===== src/rtl/blink_meter.sv =====
// Blink-interval meter: measures clocks between sig_in toggles, reports lock/timeout.
// Optional 2-flop input synchronizer enabled by defining BLINK_METER_SYNC_EN.
module blink_meter #(
    parameter int CNT_W   = 26,
    parameter int NOMINAL = 25000000,
    parameter int TOL     = 250000,
    parameter int TIMEOUT = 50000000,
    parameter int LOCK_N  = 2
) (
    input  logic             clk,
    input  logic             rst_n,
    input  logic             sig_in,
    output logic [CNT_W-1:0] per_out,
    output logic             per_vld,
    output logic             lock,
    output logic             timeout,
    output logic [7:0]       meas_cnt
);

    localparam int GW = $clog2(LOCK_N + 2);
    localparam logic [CNT_W-1:0] LO_C   = CNT_W'(NOMINAL - TOL);
    localparam logic [CNT_W-1:0] HI_C   = CNT_W'(NOMINAL + TOL);
    localparam logic [CNT_W-1:0] TO_C   = CNT_W'(TIMEOUT);
    localparam logic [GW-1:0]    LOCK_C = GW'(LOCK_N);

    typedef enum logic [1:0] {IDLE, MEASURE, STALL} state_t;

    state_t           state, state_nx;
    logic [CNT_W-1:0] cnt, cnt_nx, per_nx;
    logic [GW-1:0]    good, good_nx;
    logic [7:0]       mc_nx;
    logic             vld_nx, lock_nx, to_nx;
    logic             sig_s, sig_d, tog, in_tol;

`ifdef BLINK_METER_SYNC_EN
    logic sync1, sync2;

    always_ff @(posedge clk) begin
        if (!rst_n) begin
            sync1 <= 1'b0;
            sync2 <= 1'b0;
        end else begin
            sync1 <= sig_in;
            sync2 <= sync1;
        end
    end

    assign sig_s = sync2;
`else
    assign sig_s = sig_in;
`endif

    assign tog    = sig_s ^ sig_d;
    assign in_tol = (cnt >= LO_C) && (cnt <= HI_C);

    always_ff @(posedge clk) begin
        if (!rst_n) begin
            state    <= IDLE;
            cnt      <= '0;
            good     <= '0;
            sig_d    <= 1'b0;
            per_out  <= '0;
            per_vld  <= 1'b0;
            lock     <= 1'b0;
            timeout  <= 1'b0;
            meas_cnt <= '0;
        end else begin
            state    <= state_nx;
            cnt      <= cnt_nx;
            good     <= good_nx;
            sig_d    <= sig_s;
            per_out  <= per_nx;
            per_vld  <= vld_nx;
            lock     <= lock_nx;
            timeout  <= to_nx;
            meas_cnt <= mc_nx;
        end
    end

    always_comb begin
        state_nx = state;
        cnt_nx   = cnt;
        good_nx  = good;
        per_nx   = per_out;
        vld_nx   = 1'b0;
        lock_nx  = lock;
        to_nx    = timeout;
        mc_nx    = meas_cnt;

        case (state)
            IDLE: begin
                if (tog) begin
                    state_nx = MEASURE;
                    cnt_nx   = CNT_W'(1);
                end
            end
            MEASURE: begin
                // An edge landing exactly on the timeout count still counts as a measurement.
                if (tog) begin
                    per_nx = cnt;
                    vld_nx = 1'b1;
                    cnt_nx = CNT_W'(1);
                    mc_nx  = meas_cnt + 8'd1;
                    if (in_tol) begin
                        if (good < LOCK_C) good_nx = good + 1'b1;
                        lock_nx = (good_nx >= LOCK_C);
                    end else begin
                        good_nx = '0;
                        lock_nx = 1'b0;
                    end
                end else if (cnt == TO_C) begin
                    state_nx = STALL;
                    to_nx    = 1'b1;
                    lock_nx  = 1'b0;
                    good_nx  = '0;
                end else begin
                    cnt_nx = cnt + 1'b1;
                end
            end
            STALL: begin
                if (tog) begin
                    state_nx = MEASURE;
                    cnt_nx   = CNT_W'(1);
                    to_nx    = 1'b0;
                end
            end
            default: state_nx = IDLE;
        endcase
    end

endmodule

===== config.mk =====
export PLATFORM = sky130hd
export DESIGN_NAME = blink_meter
export DESIGN_NICKNAME = d
export VERILOG_FILES = /design/src/rtl/blink_meter.sv
export SDC_FILE = /design/constraint.sdc
export NUM_CORES = 1
export LEC_CHECK = 0
export ABC_AREA = 0
export CAP_MARGIN = 20
export CELL_PAD_IN_SITES_DETAIL_PLACEMENT = 1
export CELL_PAD_IN_SITES_GLOBAL_PLACEMENT = 2
export CORE_ASPECT_RATIO = 0.75
export CORE_UTILIZATION = 33
export CTS_BUF_LIST = sky130_fd_sc_hd__clkbuf_16
export CTS_CLUSTER_DIAMETER = 120
export DETAILED_ROUTE_END_ITERATION = 10
export PLACE_DENSITY = 0.79
export SLEW_MARGIN = 10
export SYNTH_ARGS = -nofsm -noshare
export SYNTH_HDL_FRONTEND = slang
export SYNTH_SLANG_ARGS = --single-unit

===== constraint.sdc =====
create_clock -name clk -period 2.16 [get_ports clk]
set_clock_uncertainty 0.2 [all_clocks]
set_input_delay 0.432 -clock clk [delete_from_list [all_inputs] [get_ports clk]]
set_output_delay 0.432 -clock clk [all_outputs]
set_load 0.005 [all_outputs]

==> flow_summary_export.csv, run 1 <==
group,metric,value,unit
worst_hold_path,min_path_type,"reg -> reg",
setup_path,crit_path_start_kind,"register",
timing,min_period,1.998,ns
pwr,power,2.763,mW
floorplan,rows,31,
global_route,use_met1,26.66,%
timing,setup_viol,0,
clock_tree,cts_buffers,9,
route,dr.pass1.iters,4,
floorplan,die_y,88.81,um
placed_design,dpl_worst_slack,-0.5166,ns
logic_synthesis,syn_area_per_cell,8.458,um2
route,vias_per_cell,5.153,
logic_synthesis,ys_ff_latch,67,
route,vias,3061,
setup_path,crit_type,"reg -> reg",
route,drt-initial-drc-count,67,
cells_and_area,nNetsFinal,464,
logic_synthesis,synth-async-reset-ratio,0,%
pwr,ir_drop,0.4095,mV
clock_tree,clkLatencyLatePin,0.33,ns
clock_tree,hold_buffers,0,
cells_and_area,area_growth,32.38,%
timing,slew_violations,0,
clock_tree,clockRootBuffer,"clkbuf_16",
timing,rsz0062_at_grt,"no",
global_route,first_global_vias,3220,
timing,holdWs,0.2560,ns
timing,timing.fmax,500.5,MHz
global_route,grt_busiest_layer,"met2",
clock_tree,cts_tree,"yes",
logic_synthesis,yosys_warnings,0,
logic_synthesis,ys.flop_type,"dfxtp_1",
timing,worst_slack,0.1620,ns
setup_path,crit_arrival,2.02,ns
logic_synthesis,netlist_instances,392,
global_route,grtUsageMet2,33.53,%
pwr,p_leak,1.490,nW
clock_tree,post_cts_buffers,0,
clock_tree,numClockSinks,67,
placed_design,io_buffers,39,
pwr,powerDensity,629.4,mW/mm2
global_route,grt_max_degree,20,
global_route,gr-total-overflow,0,
placed_design,hpwl,7.280,mm
setup_path,path_cells,"ha_1, and3_1, o2111ai_2, buf_4, nor2_2, a311oi_1, a31o_1",
route,drtAntennaViolNets,0,
route,drc_errors,0,
timing,relSlewSlack,75.61,%
floorplan,core,0.009697,mm2
placed_design,gp_congestion,0.8534,
floorplan,initial_core_util,34.19,%
timing,max_slew.worst_pin.slew,0.3607,ns
floorplan,pin_count,40,
logic_synthesis,yosysUniqueCellTypes,58,
cells_and_area,final_common_cell,"nand2_1",
global_route,grt_pass1_wl,16.46,mm
logic_synthesis,syn_area,0.003316,mm2
clock_tree,clk_pin_slew_worst_paths,0.05,ns
setup_path,worst_path_max_delay_cell,"dfxtp_2",
outcome,status,"complete, no violations",
setup_path,cp_slowest_stage_delay,0.37,ns
clock_tree,ctsResizeCount,3,
setup_path,required,2.18,ns
timing,timing_hold_violations_final,0,
cells_and_area,n_antenna_cell,0,
timing,timing.final.crit_share,92.50,%
floorplan,die_w,117.7,um
global_route,met3_usage,4.768,%
global_route,antenna_found_initial,0,
logic_synthesis,synth_nets,399,
logic_synthesis,seq_area_frac_synth,40.45,%
route,wl_per_cell,16.18,um
run,cap_violations,0,
global_route,track_usage,20.34,%
cells_and_area,final_layout_size_suffix_gt1_share,17.97,%
floorplan,dieArea,0.01046,mm2
cells_and_area,fillers,1144,
cells_and_area,layout_common_cells,"75 x nand2_1, 64 x dfxtp_1, 45 x buf_4",
clock_tree,htreeDepth,3,
logic_synthesis,synth-edff-count,0,
route,routed_wl,9.611,mm
setup_path,worstSetupEndpointType,"register",
clock_tree,clock_path_buffers,2,
setup_path,worst-path-max-fanout,7,
final timing paths:
kind | to | from | depth (start not counted) | slack (ns)
worst min-delay path | per_out[5]$_SDFFE_PN0P_ | per_out[5]$_SDFFE_PN0P_ | 2 | 0.26
worst max-delay path | cnt[14]$_SDFFE_PN0P_ | cnt[1]$_SDFFE_PN0P_ | 7 | 0.16
worst min register to register | per_out[5]$_SDFFE_PN0P_ | per_out[5]$_SDFFE_PN0P_ | 2 | 0.26
worst max register to register | cnt[14]$_SDFFE_PN0P_ | cnt[1]$_SDFFE_PN0P_ | 7 | 0.16
state kept, by name, summed over array words and instances, names as in the netlist:
register  flops
cnt          26
per_out      26
meas_cnt      8
state         2
good          1
lock          1
per_vld       1
sig_d         1
timeout       1
cell families (layout without fill, tap and decap cells):
| kind of cell | Yosys count | after routing | synth area share (%) |
|---|---|---|---|
| XOR/XNOR | 22 | 22 | 6.038 |
| buffers and inverters | 39 | 109 | 5.510 |
| adder cells (fa/ha/maj) | 4 | 4 | 1.509 |
| flip-flops | 67 | 67 | 40.45 |
| AO/OA/AOI/OAI | 78 | 78 | 17.10 |
| AND/OR/NAND/NOR | 182 | 182 | 29.40 |
Yosys cell counts (5+ instances only):
master    instances  share of area, %
nand2_1          75               8.5
dfxtp_1          67                40
nor2_1           22               2.5
xnor2_1          17               4.5
a21boi_0         16               3.6
buf_2            14               2.1
nand3_1          14               2.1
a21boi_1         12               2.7
nand4_1          12               2.3
clkbuf_1         11               1.2
a21oi_1          10               1.5
and2_1           10               1.9
o21ai_0           9               1.4
inv_1             7              0.79
and4_1            6               1.6
nor3_2            6               1.8
and3_1            5              0.94
nor4b_1           5               1.3
or3_1             5              0.94
through the flow:
stage / TNS [ns] / utilization [%] / cell area, um2 / std cells
final: 0 / 45.26 / 4389 / 594
after floorplan: 0 / - / 3316 / 392
after global placement: -17.71 / 42.23 / 4095 / 578
after detailed placement: -20.54 / 42.23 / 4095 / 578
after global routing: 0 / 45.26 / 4389 / 594
after CTS: 0 / 45.10 / 4373 / 594
layer usage:
metal  wire (um)  share of wire, %  up-vias
met5           0                 0        -
met4          92              0.96        0
met3         332               3.5        9
met2        4355                45       47
met1        4829                50     1503
li1            -                 -     1502
power by group:
part	switching, mW	total, mW	internal (mW)
Sequential	0.0144	1.26	1.25
Clock	0.537	1.29	0.757
Combinational	0.112	0.206	0.0936
Total	0.664	2.76	2.10
worst max-delay path, delay by kind of cell, from the launching register on:
| kind | cells | cell delay, ns |
|---|---|---|
| AOI/OAI and AO/OA | 3 | 0.50 |
| adders and majority gates | 1 | 0.19 |
| buffers and inverters | 1 | 0.22 |
| DFF | 1 | 0.37 |
| and+or+nand+nor | 2 | 0.41 |
final cells by class:
class / count / area (um2) / share of cell area, %
Clock inverter: 7 / 35.03 / 0.7982
Inverter: 7 / 26.28 / 0.5986
Multi-Input combinational cell: 286 / 1826 / 41.59
Clock buffer: 9 / 225.2 / 5.131
Sequential cell: 67 / 1345 / 30.64
Timing Repair Buffer: 86 / 767.0 / 17.47
Tap cell: 132 / 165.2 / 3.763
(Power assumes the default switching activity.)
==> inputs of run 2 (changes only) <==
Settings changed: CORE_UTILIZATION 33 to 35, CTS_BUF_LIST sky130_fd_sc_hd__clkbuf_16 to sky130_fd_sc_hd__clkbuf_8, PLACE_DENSITY 0.79 to 0.83.
==> run 2 against run 1 <==
Net effect: critical endpoint is now state[0]$_SDFFE_PN0P_; die area decreased by 5.6%; critical path type unchanged; power decreased by 11%; register-to-register slack got worse by 0.06 ns.
==> flow_summary_export.csv, run 2 (synthesis gave the netlist of run 1 again) <==
group,metric,value,unit
outcome,status,"complete, no violations",
clock_tree,cts_buffers,9,
clock_tree,clock_path_buffers,2,
floorplan,die_w,114.4,um
timing,slew_violations,0,
route,drtAntennaViolNets,0,
cells_and_area,layout_common_cells,"75 x nand2_1, 67 x dfxtp_1, 46 x buf_4",
floorplan,die_y,86.29,um
timing,max_slew.worst_pin.slew,0.6846,ns
timing,tns,0,ns
cells_and_area,fin_area,0.004279,mm2
timing,relSlewSlack,53.95,%
global_route,first_global_vias,3018,
timing,timing.final.crit_share,95.32,%
route,dr.pass1.iters,4,
timing,rsz0062_at_grt,"no",
timing,setup_viol,0,
pwr,power_frac_seq,51.3,%
cells_and_area,fin_cells,589,
clock_tree,numClockSinks,67,
clock_tree,cts_tree,"yes",
cells_and_area,area_growth,29.06,%
global_route,grt_pass1_wl,15.79,mm
placed_design,dp.cells,573,
worst_hold_path,min_path_type,"reg -> reg",
cells_and_area,multiInputGateArea,0.001826,mm2
clock_tree,post_cts_buffers,0,
clock_tree,htreeDepth,3,
cells_and_area,n_antenna_cell,0,
timing,timing.fmax,485.7,MHz
global_route,gr-total-overflow,0,
global_route,grt_busiest_layer,"met2",
floorplan,dieArea,0.009871,mm2
route,drt-initial-drc-count,146,
global_route,grtUsageMet2,33.83,%
route,vias,3062,
pwr,clkPwrFrac,41.3,%
placed_design,placed_cell_area,0.004058,mm2
setup_path,crit_path_start_kind,"register",
timing,timing_hold_violations_final,0,
route,routed_wl,9.565,mm
floorplan,pin_count,40,
global_route,use_met1,27.18,%
clock_tree,clkLatencyLatePin,0.34,ns
pwr,power,2.461,mW
floorplan,rows,30,
setup_path,worstSetupEndpointType,"register",
setup_path,worst-path-max-fanout,5,
placed_design,io_buffers,39,
global_route,grt_max_degree,31,
route,vias_per_cell,5.199,
pwr,p_leak,1.470,nW
pwr,power.internal,1.870,mW
pwr,powerDensity,575.0,mW/mm2
placed_design,gp_congestion,0.8309,
cells_and_area,fillers,1128,
cells_and_area,final_layout_size_suffix_gt1_share,17.14,%
cells_and_area,top_regs,"cnt (26), per_out (26), meas_cnt (8)",
placed_design,hpwl,7.245,mm
pwr,switching_share,24.01,%
cells_and_area,final_common_cell,"nand2_1",
route,wl_per_cell,16.24,um
setup_path,crit_type,"reg -> reg",
floorplan,core,0.009121,mm2
setup_path,required,2.20,ns
pwr,power_switching,0.5909,mW
clock_tree,clk_pin_slew_worst_paths,0.07,ns
pwr,ir_drop,0.3815,mV
setup_path,crit_arrival,2.10,ns
global_route,met3_usage,5.385,%
route,drc_errors,0,
clock_tree,hold_buffers,0,
cells_and_area,ff_latch_area,0.001341,mm2
floorplan,initial_core_util,36.35,%
timing,min_period,2.059,ns
clock_tree,clockRootBuffer,"clkbuf_8",
cells_and_area,nNetsFinal,463,
pwr,combinationalPowerShare,7.4,%
global_route,antenna_found_initial,0,
run,cap_violations,0,
global_route,track_usage,20.68,%
run 2: cell types whose count changed in the layout (fill, tap and decap cells not counted), moves of 3 or more:
cell,change
clkbuf_8,+10
clkbuf_16,-9
clkinv_1,-4
inv_1,+4
dfxtp_1,+3
dfxtp_2,-3
run 2: through the flow:
stage / hold slack (ns) / setup WS (ns) / utilization (%)
floorplan: 0.2476 / 0.2962 / -
global placement: 0.2445 / -0.3536 / 44.49
detailed placement: 0.2488 / -0.4158 / 44.49
CTS: 0.2554 / 0.02646 / 46.63
global route: 0.2706 / 0.01067 / 46.91
finish: 0.2543 / 0.1010 / 46.91
run 2: layer usage:
metal	routed length, um	up-vias
met5	0	-
met4	68	0
met3	370	7
met2	4426	55
met1	4700	1507
li1	-	1493
run 2: final timing paths:
kind                                                 to  slack (ns)                     from  cells past startpoint
worst max-delay path              state[0]$_SDFFE_PN0P_        0.10     cnt[19]$_SDFFE_PN0P_                      4
worst min-delay path            per_out[8]$_SDFFE_PN0P_        0.25  per_out[8]$_SDFFE_PN0P_                      2
worst max register to register    state[0]$_SDFFE_PN0P_        0.10     cnt[19]$_SDFFE_PN0P_                      4
worst min register to register  per_out[8]$_SDFFE_PN0P_        0.25  per_out[8]$_SDFFE_PN0P_                      2
run 2: layout make-up:
| class | instances | area share, % |
|---|---|---|
| multi-input combinational | 286 | 42.66 |
| sequential | 67 | 31.35 |
| timing repair buffer | 85 | 17.25 |
| tap | 128 | 3.743 |
| clock buffer | 10 | 3.216 |
| clock inverter | 6 | 1.170 |
| inverter | 7 | 0.6140 |
run 2: power by group through the flow:
stage / clock, mW / combinational, mW / sequential [mW]
after floorplan: 0 / 0.102 / 1.28
after global placement: 0 / 0.178 / 1.29
after detailed placement: 0 / 0.179 / 1.29
after CTS: 1.05 / 0.183 / 1.26
after global routing: 1.10 / 0.201 / 1.26
final: 1.02 / 0.183 / 1.26
run 2: critical path, cell delays in order (launching register included):
cell,delay (ns)
dfxtp_1,0.47
nor4b_1,0.29
nand4_1,0.19
or4_1,0.57
and3_1,0.22
run 2: repair_timing:
item                       4_1_cts  5_1_grt
resized for setup                1        5
setup endpoints to repair        4        6
gates cloned                     0        0
